[config.mk]
export PLATFORM = sky130hd
export DESIGN_NAME = mul_seq_ctrl
export DESIGN_NICKNAME = d
export VERILOG_FILES = /design/src/rtl/cpu_defs_pkg.sv /design/src/rtl/mul_shift_add_dp.sv /design/src/rtl/mul_seq_ctrl.sv
export SDC_FILE = /design/constraint.sdc
export NUM_CORES = 1
export LEC_CHECK = 0
export CAP_MARGIN = 25
export CORE_MARGIN = 3
export CORE_UTILIZATION = 45
export CTS_CLUSTER_DIAMETER = 30
export DETAILED_ROUTE_END_ITERATION = 10
export DONT_BUFFER_PORTS = 1
export GPL_ROUTABILITY_DRIVEN = 0
export GPL_TIMING_DRIVEN = 0
export PLACE_DENSITY = 0.61
export SETUP_SLACK_MARGIN = 0.02
export SLEW_MARGIN = 20
export SYNTH_ARGS = -nofsm -noshare
export SYNTH_HDL_FRONTEND = slang
export SYNTH_HIERARCHICAL = 1
export SYNTH_SLANG_ARGS = --single-unit
[constraint.sdc]
create_clock -name clk_i -period 4.4 [get_ports clk_i]
set_clock_uncertainty 0.2 [all_clocks]
set_input_delay 1.1 -clock clk_i [delete_from_list [all_inputs] [get_ports clk_i]]
set_output_delay 1.1 -clock clk_i [all_outputs]
set_load 0.02 [all_outputs]
[src/rtl/cpu_defs_pkg.sv]
// Shared CPU definitions: opcode constants, instruction field positions and
// the multiplier sequencer state encoding.
package cpu_defs_pkg;

    localparam int XLEN_DEF = 32;

    localparam logic [3:0] ALU_LW   = 4'b0000;
    localparam logic [3:0] ALU_SW   = 4'b0001;
    localparam logic [3:0] ALU_ADD  = 4'b0010;
    localparam logic [3:0] ALU_ADDU = 4'b0011;
    localparam logic [3:0] ALU_SUB  = 4'b0100;
    localparam logic [3:0] ALU_AND  = 4'b0101;
    localparam logic [3:0] ALU_MUL  = 4'b0110;
    localparam logic [3:0] ALU_OR   = 4'b0111;
    localparam logic [3:0] ALU_BGE  = 4'b1000;
    localparam logic [3:0] ALU_MULI = 4'b1001;

    localparam int OPC_HI = 31;
    localparam int OPC_LO = 28;
    localparam int RD_HI  = 27;
    localparam int RD_LO  = 23;
    localparam int IMM_HI = 17;
    localparam int IMM_LO = 0;
    localparam int IMM_W  = IMM_HI - IMM_LO + 1;

    typedef enum logic [1:0] {
        IDLE = 2'd0,
        RUN  = 2'd1,
        DONE = 2'd2
    } mul_state_t;

    function automatic logic is_mul_op(input logic [3:0] opc);
        return (opc == ALU_MUL) || (opc == ALU_MULI);
    endfunction

endpackage

[src/rtl/mul_shift_add_dp.sv]
// Shift-add multiplier datapath: accumulator, shifting multiplicand and
// multiplier registers, retiring BPC multiplier bits per step.
module mul_shift_add_dp #(
    parameter int XLEN = 32,
    parameter int BPC  = 1
) (
    input  logic            clk_i,
    input  logic            rst_ni,
    input  logic            load_i,
    input  logic            step_i,
    input  logic [XLEN-1:0] mcand_i,
    input  logic [XLEN-1:0] mplier_i,
    output logic [XLEN-1:0] acc_next_o,
    output logic            mplier_zero_o
);

    logic [XLEN-1:0] acc_q;
    logic [XLEN-1:0] mcand_q;
    logic [XLEN-1:0] mplier_q;
    logic [XLEN-1:0] acc_sum;
    logic [XLEN-1:0] mcand_step;
    logic [XLEN-1:0] mplier_step;

    always_comb begin
        acc_sum = acc_q;
        for (int i = 0; i < BPC; i++) begin
            if (mplier_q[i]) begin
                acc_sum = acc_sum + (mcand_q << i);
            end
        end
        mcand_step  = mcand_q << BPC;
        mplier_step = mplier_q >> BPC;
    end

    // Zero flag looks at the multiplier as it will be after this step.
    assign acc_next_o    = acc_sum;
    assign mplier_zero_o = (mplier_step == '0);

    always_ff @(posedge clk_i or negedge rst_ni) begin
        if (!rst_ni) begin
            acc_q    <= '0;
            mcand_q  <= '0;
            mplier_q <= '0;
        end else if (load_i) begin
            acc_q    <= '0;
            mcand_q  <= mcand_i;
            mplier_q <= mplier_i;
        end else if (step_i) begin
            acc_q    <= acc_sum;
            mcand_q  <= mcand_step;
            mplier_q <= mplier_step;
        end
    end

endmodule

[src/rtl/mul_seq_ctrl.sv]
// EX-stage sequencer for the shared iterative multiplier: accepts MUL/MULI,
// stalls the pipeline while the product is built, then emits a one-cycle result.
module mul_seq_ctrl
    import cpu_defs_pkg::*;
#(
    parameter int XLEN      = XLEN_DEF,
    parameter int BPC       = 1,
    parameter int EARLY_END = 1
) (
    input  logic            clk_i,
    input  logic            rst_ni,
    input  logic            valid_i,
    input  logic [31:0]     ir_i,
    input  logic [XLEN-1:0] rs_val_i,
    input  logic [XLEN-1:0] rt_val_i,
    input  logic            flush_i,
    output logic            stall_o,
    output logic            busy_o,
    output logic            result_valid_o,
    output logic [XLEN-1:0] result_o,
    output logic [4:0]      wb_rd_o,
    output mul_state_t      dbg_state_o
);

    localparam int STEPS = XLEN / BPC;
    localparam int CW    = $clog2(STEPS + 1);

    mul_state_t      state_q;
    logic [CW-1:0]   count_q;
    logic [CW-1:0]   count_next;
    logic [4:0]      rd_q;
    logic [3:0]      opc;
    logic            accept;
    logic            step;
    logic            run_exit;
    logic            mplier_zero;
    logic [XLEN-1:0] mplier_sel;
    logic [XLEN-1:0] acc_next;
    logic            unused_ir;

    assign opc        = ir_i[OPC_HI:OPC_LO];
    assign unused_ir  = ^ir_i[RD_LO-1:IMM_HI+1];
    assign mplier_sel = (opc == ALU_MULI) ?
                        {{(XLEN-IMM_W){ir_i[IMM_HI]}}, ir_i[IMM_HI:IMM_LO]} : rt_val_i;

    // rst_ni gates acceptance so stall_o is low throughout reset even with a MUL on ir_i.
    assign accept     = (state_q == IDLE) && valid_i && is_mul_op(opc) && !flush_i && rst_ni;
    assign step       = (state_q == RUN) && !flush_i;
    assign count_next = count_q + 1'b1;
    assign run_exit   = (count_next == CW'(STEPS)) || ((EARLY_END != 0) && mplier_zero);

    assign stall_o        = accept || step;
    assign busy_o         = (state_q == RUN);
    assign result_valid_o = (state_q == DONE) && !flush_i;
    assign dbg_state_o    = state_q;

    mul_shift_add_dp #(
        .XLEN (XLEN),
        .BPC  (BPC)
    ) u_dp (
        .clk_i         (clk_i),
        .rst_ni        (rst_ni),
        .load_i        (accept),
        .step_i        (step),
        .mcand_i       (rs_val_i),
        .mplier_i      (mplier_sel),
        .acc_next_o    (acc_next),
        .mplier_zero_o (mplier_zero)
    );

    always_ff @(posedge clk_i or negedge rst_ni) begin
        if (!rst_ni) begin
            state_q  <= IDLE;
            count_q  <= '0;
            rd_q     <= '0;
            result_o <= '0;
            wb_rd_o  <= '0;
        end else begin
            case (state_q)
                IDLE: begin
                    if (accept) begin
                        state_q <= RUN;
                        count_q <= '0;
                        rd_q    <= ir_i[RD_HI:RD_LO];
                    end
                end
                RUN: begin
                    if (flush_i) begin
                        state_q <= IDLE;
                    end else begin
                        count_q <= count_next;
                        // Result registers capture the final sum and hold it until the next completion.
                        if (run_exit) begin
                            state_q  <= DONE;
                            result_o <= acc_next;
                            wb_rd_o  <= rd_q;
                        end
                    end
                end
                DONE:    state_q <= IDLE;
                default: state_q <= IDLE;
            endcase
        end
    end

endmodule
* Yosys cells after proc, flatten, opt, wreduce, memory -nomap -nowiden
Index checks and enable logic that the tools add are counted. Widths: inputs -> output; s select.
Cells by class: add/subtract/negate cells 2, reductions and logical operators 18, eq/ne operators 8, mux-type cells 15, bitwise gates (word level) 1
Operators by type and width (count):
- $mux 32 | 8
- $add 32x32->32 | 1
- $logic_not 32->1 | 1
- $mux 6 | 2
- $pmux 6 s2 | 1
- $add 6x1->6 const B | 1
- $eq 6x6->1 const B | 1
- $logic_and 1x1->1 | 6
- $mux 2 | 3
- $reduce_and 3->1 | 2
- $eq 4x3->1 const B | 1
- $eq 4x4->1 const B | 1
- $ne 2x2->1 const B | 2
- $pmux 2 s2 | 1
- $reduce_and 2->1 | 2
- $reduce_bool 2->1 | 2
- $logic_or 1x1->1 | 3
- $ne 3x2->1 const B | 1
- $eq 2x1->1 const B | 1
- $eq 2x2->1 const B | 1
- $logic_not 2->1 | 1
- $logic_not 1->1 | 1
- $not 1->1 | 1
Word-level totals: input bits 100, output and inout bits 42, bits in registers 146

* Depth between registers and ports, before layout
Gate-level depths: netlist (run 1).
word-level depth 7, gate-level depth with buffers 12

* Modules after synthesis
Netlist (run 1), hierarchy kept.
By module, submodules not included:
- mul_shift_add_dp | area each 6409.9 um^2, seq. area each 2402.3 um^2, cells an instance 705, times used 1
- mul_seq_ctrl | area each 2437.3 um^2, seq. area each 1251.2 um^2, cells an instance 230, times used 1

* Worst setup path before layout (run 1)
Ideal clock, no wire load.
kind in2out, start input port ir_i[30], end output port stall_o, data required time 3100 ps, path buffers 2, stages 5, path slack 993 ps, arrival time 2107 ps, cell sequence and4bb_1 -> buf_2 -> o211ai_1 -> buf_2 -> nand2_1
Between the ends: word-level cells in the longest chain between the ends 6
Ends and longest elaborated chain:
- start: declaration | line mul_seq_ctrl.sv:13 | input logic [31:0] ir_i,
- $eq 4x3->1 or $eq 4x4->1 (tied branches) | line cpu_defs_pkg.sv:33 | return (opc == ALU_MUL) || (opc == ALU_MULI);
- $logic_or 1x1->1 (*) | line cpu_defs_pkg.sv:33
- $logic_and 1x1->1 (*) (3 in a row) | line mul_seq_ctrl.sv:47 | assign accept = (state_q == IDLE) && valid_i && is_mul_op(opc) && !flush_i && rst_ni;
- $logic_or 1x1->1 (*) | line mul_seq_ctrl.sv:52 | assign stall_o = accept || step;
- end: declaration | line mul_seq_ctrl.sv:17 | output logic stall_o,
Every way passes the cells marked *; elsewhere a longest branch is shown, timed or not.

* Worst setup path in the final report (run 1)
start register u_dp.acc_q[0], end register result_o[26]
Between the ends: word-level cells in the longest chain between the ends 2
Ends and longest elaborated chain:
- start: declaration | line mul_shift_add_dp.sv:17 | logic [XLEN-1:0] acc_q;
- start signal: assignment | line mul_shift_add_dp.sv:49 | acc_q <= acc_sum;
- $add 32x32->32 | line mul_shift_add_dp.sv:28 | acc_sum = acc_sum + (mcand_q << i);
- $mux 32 | line mul_shift_add_dp.sv:27 | if (mplier_q[i]) begin
- named net acc_next[26] | line mul_seq_ctrl.sv:38 | logic [XLEN-1:0] acc_next;
- end signal: assignment | line mul_seq_ctrl.sv:95 | result_o <= acc_next;
- end: declaration | line mul_seq_ctrl.sv:20 | output logic [XLEN-1:0] result_o,
The timed path passes the listed nets, and every way through them passes these cells. A chain may end at the register's enable or synchronous reset.

==> flow_summary_export.csv, run 1 <==
group,metric,value,unit
status,outcome,"finished clean",
power,p_sw,1.479,mW
layout,final_cell_area,0.009832,sq mm
timing,fin_setup_tns,0,ns
global_route,grt_usage,20.54,%
layout,syn_to_final_growth,11.13,%
timing,finalCritPeriodShare,84.79,%
timing,drv_slew,0,
worst_setup_path,crit_type,"flip-flop to flip-flop",
clock_network,htreeDepth,4,
timing,fin_crit,3.731,ns
placed_design,dpl.hpwl,15.65,mm
synthesis,synthCells,935,
layout,antenna_cells,0,
placed_design,placed_cells,1195,
drt,routed_wl,21.68,mm
clock_network,clk_pin_slew,0.06,ns
die,dieArea,0.02138,sq mm
drt,drt_first_pass_iters,4,
placed_design,postPlaceCellArea,0.009173,sq mm
power,p_per_area,472.7,mW/mm^2
die,initial_utilization,46.52,%
timing,layout_setup_ws,0.6690,ns
worst_setup_path,rr_worst_depth,12,
worst_setup_path,rr_endpoint,"result_o[26]",
layout,register_area,0.003654,sq mm
global_route,grt_max_degree,148,
drt,final_antenna_net_count,0,
layout,drive_gt1_share,12.20,%
flow_run,drv_cap,0,
timing,setup_viol,0,
clock_network,cts_setup_buffers,0,
synthesis,synth_warnings,6,
synthesis,ys_seq_area_share,41.30,%
clock_network,clkLatencyLatePin,0.42,ns
clock_network,cts_hold_buf,0,
worst_setup_path,crit_fanout,3,
drt,vias,6690,
power,ir_drop,0.0003093,V
die,io_pins,142,
clock_network,numCtsBuffers,17,
synthesis,synth_nets,1068,
synthesis,ys_top_cells_by_count,"nand2_1, dfrtp_1, o21ai_0",
drt,via_per_inst,5.452,
timing,timing.fmax,268.0,MHz
layout,multiInputGateArea,0.004847,sq mm
synthesis,async_flop_share,100.0,%
clock_network,ctsResizeCount,0,
layout,fin_util,51.70,%
clock_network,cts_sinks,146,
synthesis,netlist.area_leader.share,41.30,%
placed_design,preCtsSetupSlack,0.5153,ns
layout,instances_no_fill,1227,
synthesis,synth.largest_area_cell,"dfrtp_1",
timing,rsz0062_at_grt,"no",
synthesis,netlist_area,0.008847,sq mm
power,p_clk_share,35.1,%
clock_network,clockBufferDepth,2,
global_route,grt_overflow,0,
timing,tightest_slew,0.7923,ns
timing,timing.hold.ws,0.1731,ns
die,die_w,146.2,um
hold_path,hp-class,"input pin to asynchronous set/reset pin",
drt,drc,0,
global_route,grt_pass1_wl,35.45,mm
power,switching_share,31.82,%
drt,drt_first_iter_violations,371,
clock_network,cts_tree,"yes",
power,power_frac_seq,39.1,%
global_route,grt_antenna_before_repair,0,
worst_setup_path,crit_path_end_kind,"flip-flop",
clock_network,cts-root-buf,"clkbuf_16",
layout,layout.nets,1087,
die,core_area,0.01902,sq mm
synthesis,synthTopCellsByArea,"dfrtp_1, mux2i_1, nand2_1, o21ai_0, ha_1",
timing,slew_headroom,47.18,%
die,rows,50,
timing,hold_viol,0,
power,comb_power_share,25.8,%
power,total_power,4.647,mW
synthesis,yosysMostFrequentCell,"nand2_1",
placed_design,portBuffers,0,
synthesis,synth_edf_count,0,
worst_setup_path,r2r_setup_slack,0.67,ns
worst_setup_path,r2r_start,"u_dp/acc_q[0]",
power,leakage,4.519,nW
global_route,grt_pass1_vias,6799,
worst_setup_path,critPathRequiredTime,4.51,ns
synthesis,yosys_register_bits,146,
synthesis,synth.distinct_cells,74,
drt,wire_per_inst,17.67,um
power,p_int,3.169,mW
die,die_h,146.2,um
worst_setup_path,crit_path_start_kind,"flip-flop",
synthesis,synthesis.area_per_instance,9.462,sq um
synthesis,synthFlopType,"dfrtp_1",
worst_setup_path,arrival,3.84,ns
layout,fill_cells,1809,
## worst max path at each step
stage	start	end	slack [ns]	cells after the start
global route	u_dp/acc_q[0]	result_o[26]	0.43	12
CTS	u_dp/acc_q[0]	result_o[26]	0.67	12
global placement	flush_i	u_dp/mcand_q[3]	0.52	7
floorplan	ir_i[30]	stall_o	0.99	5
finish	u_dp/acc_q[0]	result_o[26]	0.67	12
detailed placement	flush_i	u_dp/mcand_q[8]	0.52	7
## registers in the layout (all words and copies together), names as in the netlist
name / count
u_dp/mplier_q: 32
u_dp/acc_q: 32
dbg_state_o: 2
rd_q: 5
u_dp/mcand_q: 32
count_q: 6
result_o: 32
wb_rd_o: 5
## final cells by class
cell class | instances | share of cell area, %
clock buffer | 21 | 4.683
tap | 260 | 3.309
buffer | 55 | 2.838
inverter | 18 | 0.6872
clock inverter | 11 | 2.023
sequential | 146 | 37.16
multi-input combinational | 716 | 49.30
## cell families (layout without fill, tap and decap cells)
group           count (synthesis)  in the layout  synth area share, %
compound gates                201            201                14.45
xor+xnor                       21             21                2.079
fa+ha+maj                      33             33                4.752
buf+inv                        73            105                3.917
flops                         146            146                41.30
mux                           140            140                17.52
simple gates                  321            321                15.98
## worst max-delay path, cell delays in order, from the launching register on
cell       delay, ns
dfrtp_1         0.40
ha_1            0.24
fa_1            0.41
a21o_1          0.18
a21oi_1         0.29
o21ai_1         0.17
o2bb2ai_1       0.17
a31oi_1         0.35
o2111ai_1       0.23
a31oi_1         0.33
xnor2_1         0.09
mux2_2          0.28
mux2_2          0.26
## layout by cell type, fill, tap and decap left out, types with 8 or more instances in the layout
| cell type | synthesis | layout |
|---|---|---|
| clkbuf_16 | 0 | 17 |
| nand3_1 | 13 | 13 |
| ha_1 | 32 | 32 |
| nand2_1 | 191 | 191 |
| mux2i_1 | 78 | 78 |
| inv_1 | 16 | 16 |
| a21oi_1 | 32 | 32 |
| nor4_1 | 9 | 9 |
| dfrtp_1 | 146 | 146 |
| nor3_1 | 14 | 14 |
| mux2_1 | 9 | 9 |
| o21ai_0 | 86 | 86 |
| nor2_1 | 51 | 51 |
| mux2_4 | 19 | 19 |
| xnor2_1 | 12 | 12 |
| clkbuf_1 | 34 | 36 |
| a31oi_1 | 10 | 10 |
| xor2_1 | 9 | 9 |
| a21o_1 | 14 | 14 |
| nand4_1 | 8 | 8 |
| mux2_2 | 34 | 34 |
## power groups by stage
| stage | combinational, mW | sequential (mW) | clock (mW) |
|---|---|---|---|
| floorplan | 0.963 | 1.76 | 0 |
| global placement | 1.17 | 1.83 | 0 |
| detailed placement | 1.19 | 1.83 | 0 |
| CTS | 1.20 | 1.81 | 1.67 |
| global route | 1.36 | 1.85 | 1.72 |
| finish | 1.20 | 1.82 | 1.63 |
## routing by layer
layer | vias up | part of all wire [%] | track usage [%]
met5 | - | 0 | 0
met4 | 0 | 0.96 | 5.550
met3 | 13 | 4.8 | 4.811
met2 | 135 | 47 | 33.57
met1 | 3189 | 47 | 27.57
li1 | 3353 | - | -
(Power assumes the default switching activity.)
==> run 2, diff against run 1 <==
==> constraint.sdc (replaced) <==
create_clock -name clk_i -period 3.53 [get_ports clk_i]
set_clock_uncertainty 0.2 [all_clocks]
set_input_delay 0.8825 -clock clk_i [delete_from_list [all_inputs] [get_ports clk_i]]
set_output_delay 0.8825 -clock clk_i [all_outputs]
set_load 0.02 [all_outputs]
==> run 2 against run 1 <==
  * Largest cell class unchanged
  * Largest power group unchanged
  * Register-to-register slack worse by 0.52 ns
  * Highest routed layer unchanged
  * Cell count up 0.16%
  * Global-route usage about the same
  * Combinational power up 26%
  * Total power up 25%
  * Routed wire length up 0.50%
  * Sequential power up 24%
  * Utilization up 0.29 points
  * Critical path depth unchanged
  * The flow now finishes with violations (hold timing)
==> flow_summary_export.csv, run 2 (synthesis gave the netlist of run 1 again) <==
group,metric,value,unit
status,outcome,"finished, violations left",
status,violations,"hold timing",
clock_network,cts_tree,"yes",
worst_setup_path,crit_path_end_kind,"flip-flop",
timing,fin_crit,3.384,ns
worst_setup_path,crit_type,"flip-flop to flip-flop",
clock_network,cts-root-buf,"clkbuf_16",
die,die_h,146.2,um
timing,drv_slew,0,
power,p_clk_share,35.1,%
drt,drc,0,
layout,mostFrequentLayoutCells,"nand2_1, dfrtp_1, o21ai_0",
drt,vias,6745,
global_route,grt_usage,20.55,%
layout,final_common_cell,"nand2_1",
power,comb_power_share,26.0,%
worst_setup_path,cp_cell_sequence,"ha_1 > fa_1 > a21o_1 > a21oi_4 > o21ai_2 > a21oi_2 > o211ai_1 > nand4_1 > nand2_1 > or3_1 > a31o_2 > mux2_2",
worst_setup_path,arrival,3.50,ns
global_route,grt.busiest_layer,"met2",
global_route,grtUsageMet2,33.57,%
timing,fin_setup_tns,0,ns
timing,timing.hold.ws,-0.04356,ns
clock_network,clockBufferDepth,2,
die,core_area,0.01902,sq mm
clock_network,htreeDepth,4,
layout,layout.nets,1089,
layout,syn_to_final_growth,11.75,%
worst_setup_path,crit_path_top_delay_cell,"fa_1",
placed_design,portBuffers,0,
timing,timing.fmax,295.5,MHz
flow_run,drv_cap,0,
global_route,grtUsageMet3,4.780,%
timing,finalCritPeriodShare,95.86,%
power,p_int,3.956,mW
die,io_pins,142,
clock_network,clk_pin_slew,0.06,ns
global_route,grt_pass1_wl,35.49,mm
die,initial_utilization,46.52,%
layout,antenna_cells,0,
global_route,grt_pass1_vias,6802,
timing,hold_viol,146,
worst_setup_path,critPathRequiredTime,3.65,ns
global_route,grt_antenna_before_repair,0,
power,leakage,4.543,nW
clock_network,clkLatencyLatePin,0.43,ns
global_route,grt_overflow,0,
hold_path,hp-class,"input pin to asynchronous set/reset pin",
global_route,grt_max_degree,148,
die,dieArea,0.02138,sq mm
clock_network,numCtsBuffers,17,
timing,rsz0062_at_grt,"yes",
power,switching_share,31.93,%
power,p_per_area,587.8,mW/mm^2
worst_setup_path,crit_path_start_kind,"flip-flop",
layout,drive_gt1_share,13.21,%
global_route,met1_usage,27.63,%
drt,final_antenna_net_count,0,
clock_network,cts_sinks,146,
timing,setup_viol,0,
timing,tightest_slew,0.7912,ns
worst_setup_path,r2r_setup_slack,0.15,ns
power,power_frac_seq,39.0,%
power,ir_drop,0.0003863,V
timing,slew_headroom,47.25,%
die,rows,50,
worst_setup_path,cpPeakStageDelay,0.41,ns
power,p_sw,1.855,mW
layout,fill_cells,1800,
worst_setup_path,crit_fanout,3,
drt,wire_per_inst,17.73,um
drt,drt_first_pass_iters,5,
placed_design,dpl.hpwl,15.65,mm
drt,via_per_inst,5.488,
drt,routed_wl,21.79,mm
die,die_w,146.2,um
drt,drt_first_iter_violations,328,
-- run 2: cell types whose count changed in the layout (fill, tap and decap cells not counted), moves of 2 or more --
cell | before | now
a31oi_2 | 0 | 2
buf_4 | 2 | 4
a31oi_1 | 10 | 8
clkbuf_1 | 36 | 34
a21oi_1 | 32 | 30
clkbuf_2 | 1 | 3
-- run 2: cell type report --
type | count | area, sq um | area share [%]
Buffer | 55 | 281.5 | 2.847
Clock buffer | 21 | 460.4 | 4.657
Clock inverter | 11 | 198.9 | 2.012
Inverter | 18 | 67.56 | 0.6834
Multi-Input combinational cell | 716 | 4885 | 49.41
Sequential cell | 146 | 3654 | 36.95
Tap cell | 260 | 325.3 | 3.290
Timing Repair Buffer | 2 | 15.01 | 0.1519
-- run 2: timing repair --
action | in CTS | in global routing
hold endpoints to repair | 146 | 146
buffers inserted | 0 | 2
resized for setup | 4 | 8
pin swaps | 0 | 4
endpoints found under the setup margin | 4 | 22
-- run 2: critical path: cells and delay by family (launching register included) --
kind | cells | cell delay [ns]
AOI/OAI and AO/OA | 6 | 1.15
muxes | 1 | 0.25
adders and majority gates | 2 | 0.65
and+or+nand+nor | 3 | 0.63
DFF | 1 | 0.40
-- run 2: path summary, 6_finish.rpt --
check                      depth (start not counted)              to           from
max                                               12    result_o[28]  u_dp/acc_q[0]
min                                                0   u_dp/acc_q[6]         rst_ni
max reg2reg                                       12    result_o[28]  u_dp/acc_q[0]
min reg2reg                                        1      wb_rd_o[4]        rd_q[4]
max in group asynchronous                          0  u_dp/acc_q[25]         rst_ni
min in group clk_i                                 1      wb_rd_o[4]        rd_q[4]
-- run 2: through the flow --
step,setup WS [ns],instances,cell area (sq um),total power [mW],util (%)
floorplan,0.3273,935,8847,3.394,-
global placement,-0.1640,1195,9173,3.736,48.23
detailed placement,-0.1726,1195,9173,3.774,48.23
CTS,0.03828,1227,9852,5.839,51.80
global route,-0.02444,1229,9887,6.162,51.99
finish,0.1462,1229,9887,5.811,51.99
-- run 2: power by group through the flow --
stage	clock [mW]	sequential (mW)	combinational [mW]
6_report	2.04	2.26	1.51
5_1_grt	2.15	2.30	1.71
4_1_cts	2.08	2.26	1.50
3_5_place_dp	0	2.29	1.49
3_3_place_gp	0	2.28	1.46
2_1_floorplan	0	2.19	1.20
-- run 2: per-layer routing --
metal  wire length [um]  vias up
li1                   -     3356
met1              10310     3216
met2              10110      157
met3               1152       16
met4                229        0
met5                  0        -
==> run 3, diff against run 2 <==
--- a/config.mk
+++ b/config.mk
@@ -9,6 +9,7 @@
 export CORE_MARGIN = 3
 export CORE_UTILIZATION = 45
 export CTS_CLUSTER_DIAMETER = 30
+export CTS_CLUSTER_SIZE = 30
 export DETAILED_ROUTE_END_ITERATION = 10
 export DONT_BUFFER_PORTS = 1
 export GPL_ROUTABILITY_DRIVEN = 0
==> results of run 3 <==
No change in the layout: final DEF, timing and power equal those of run 2.
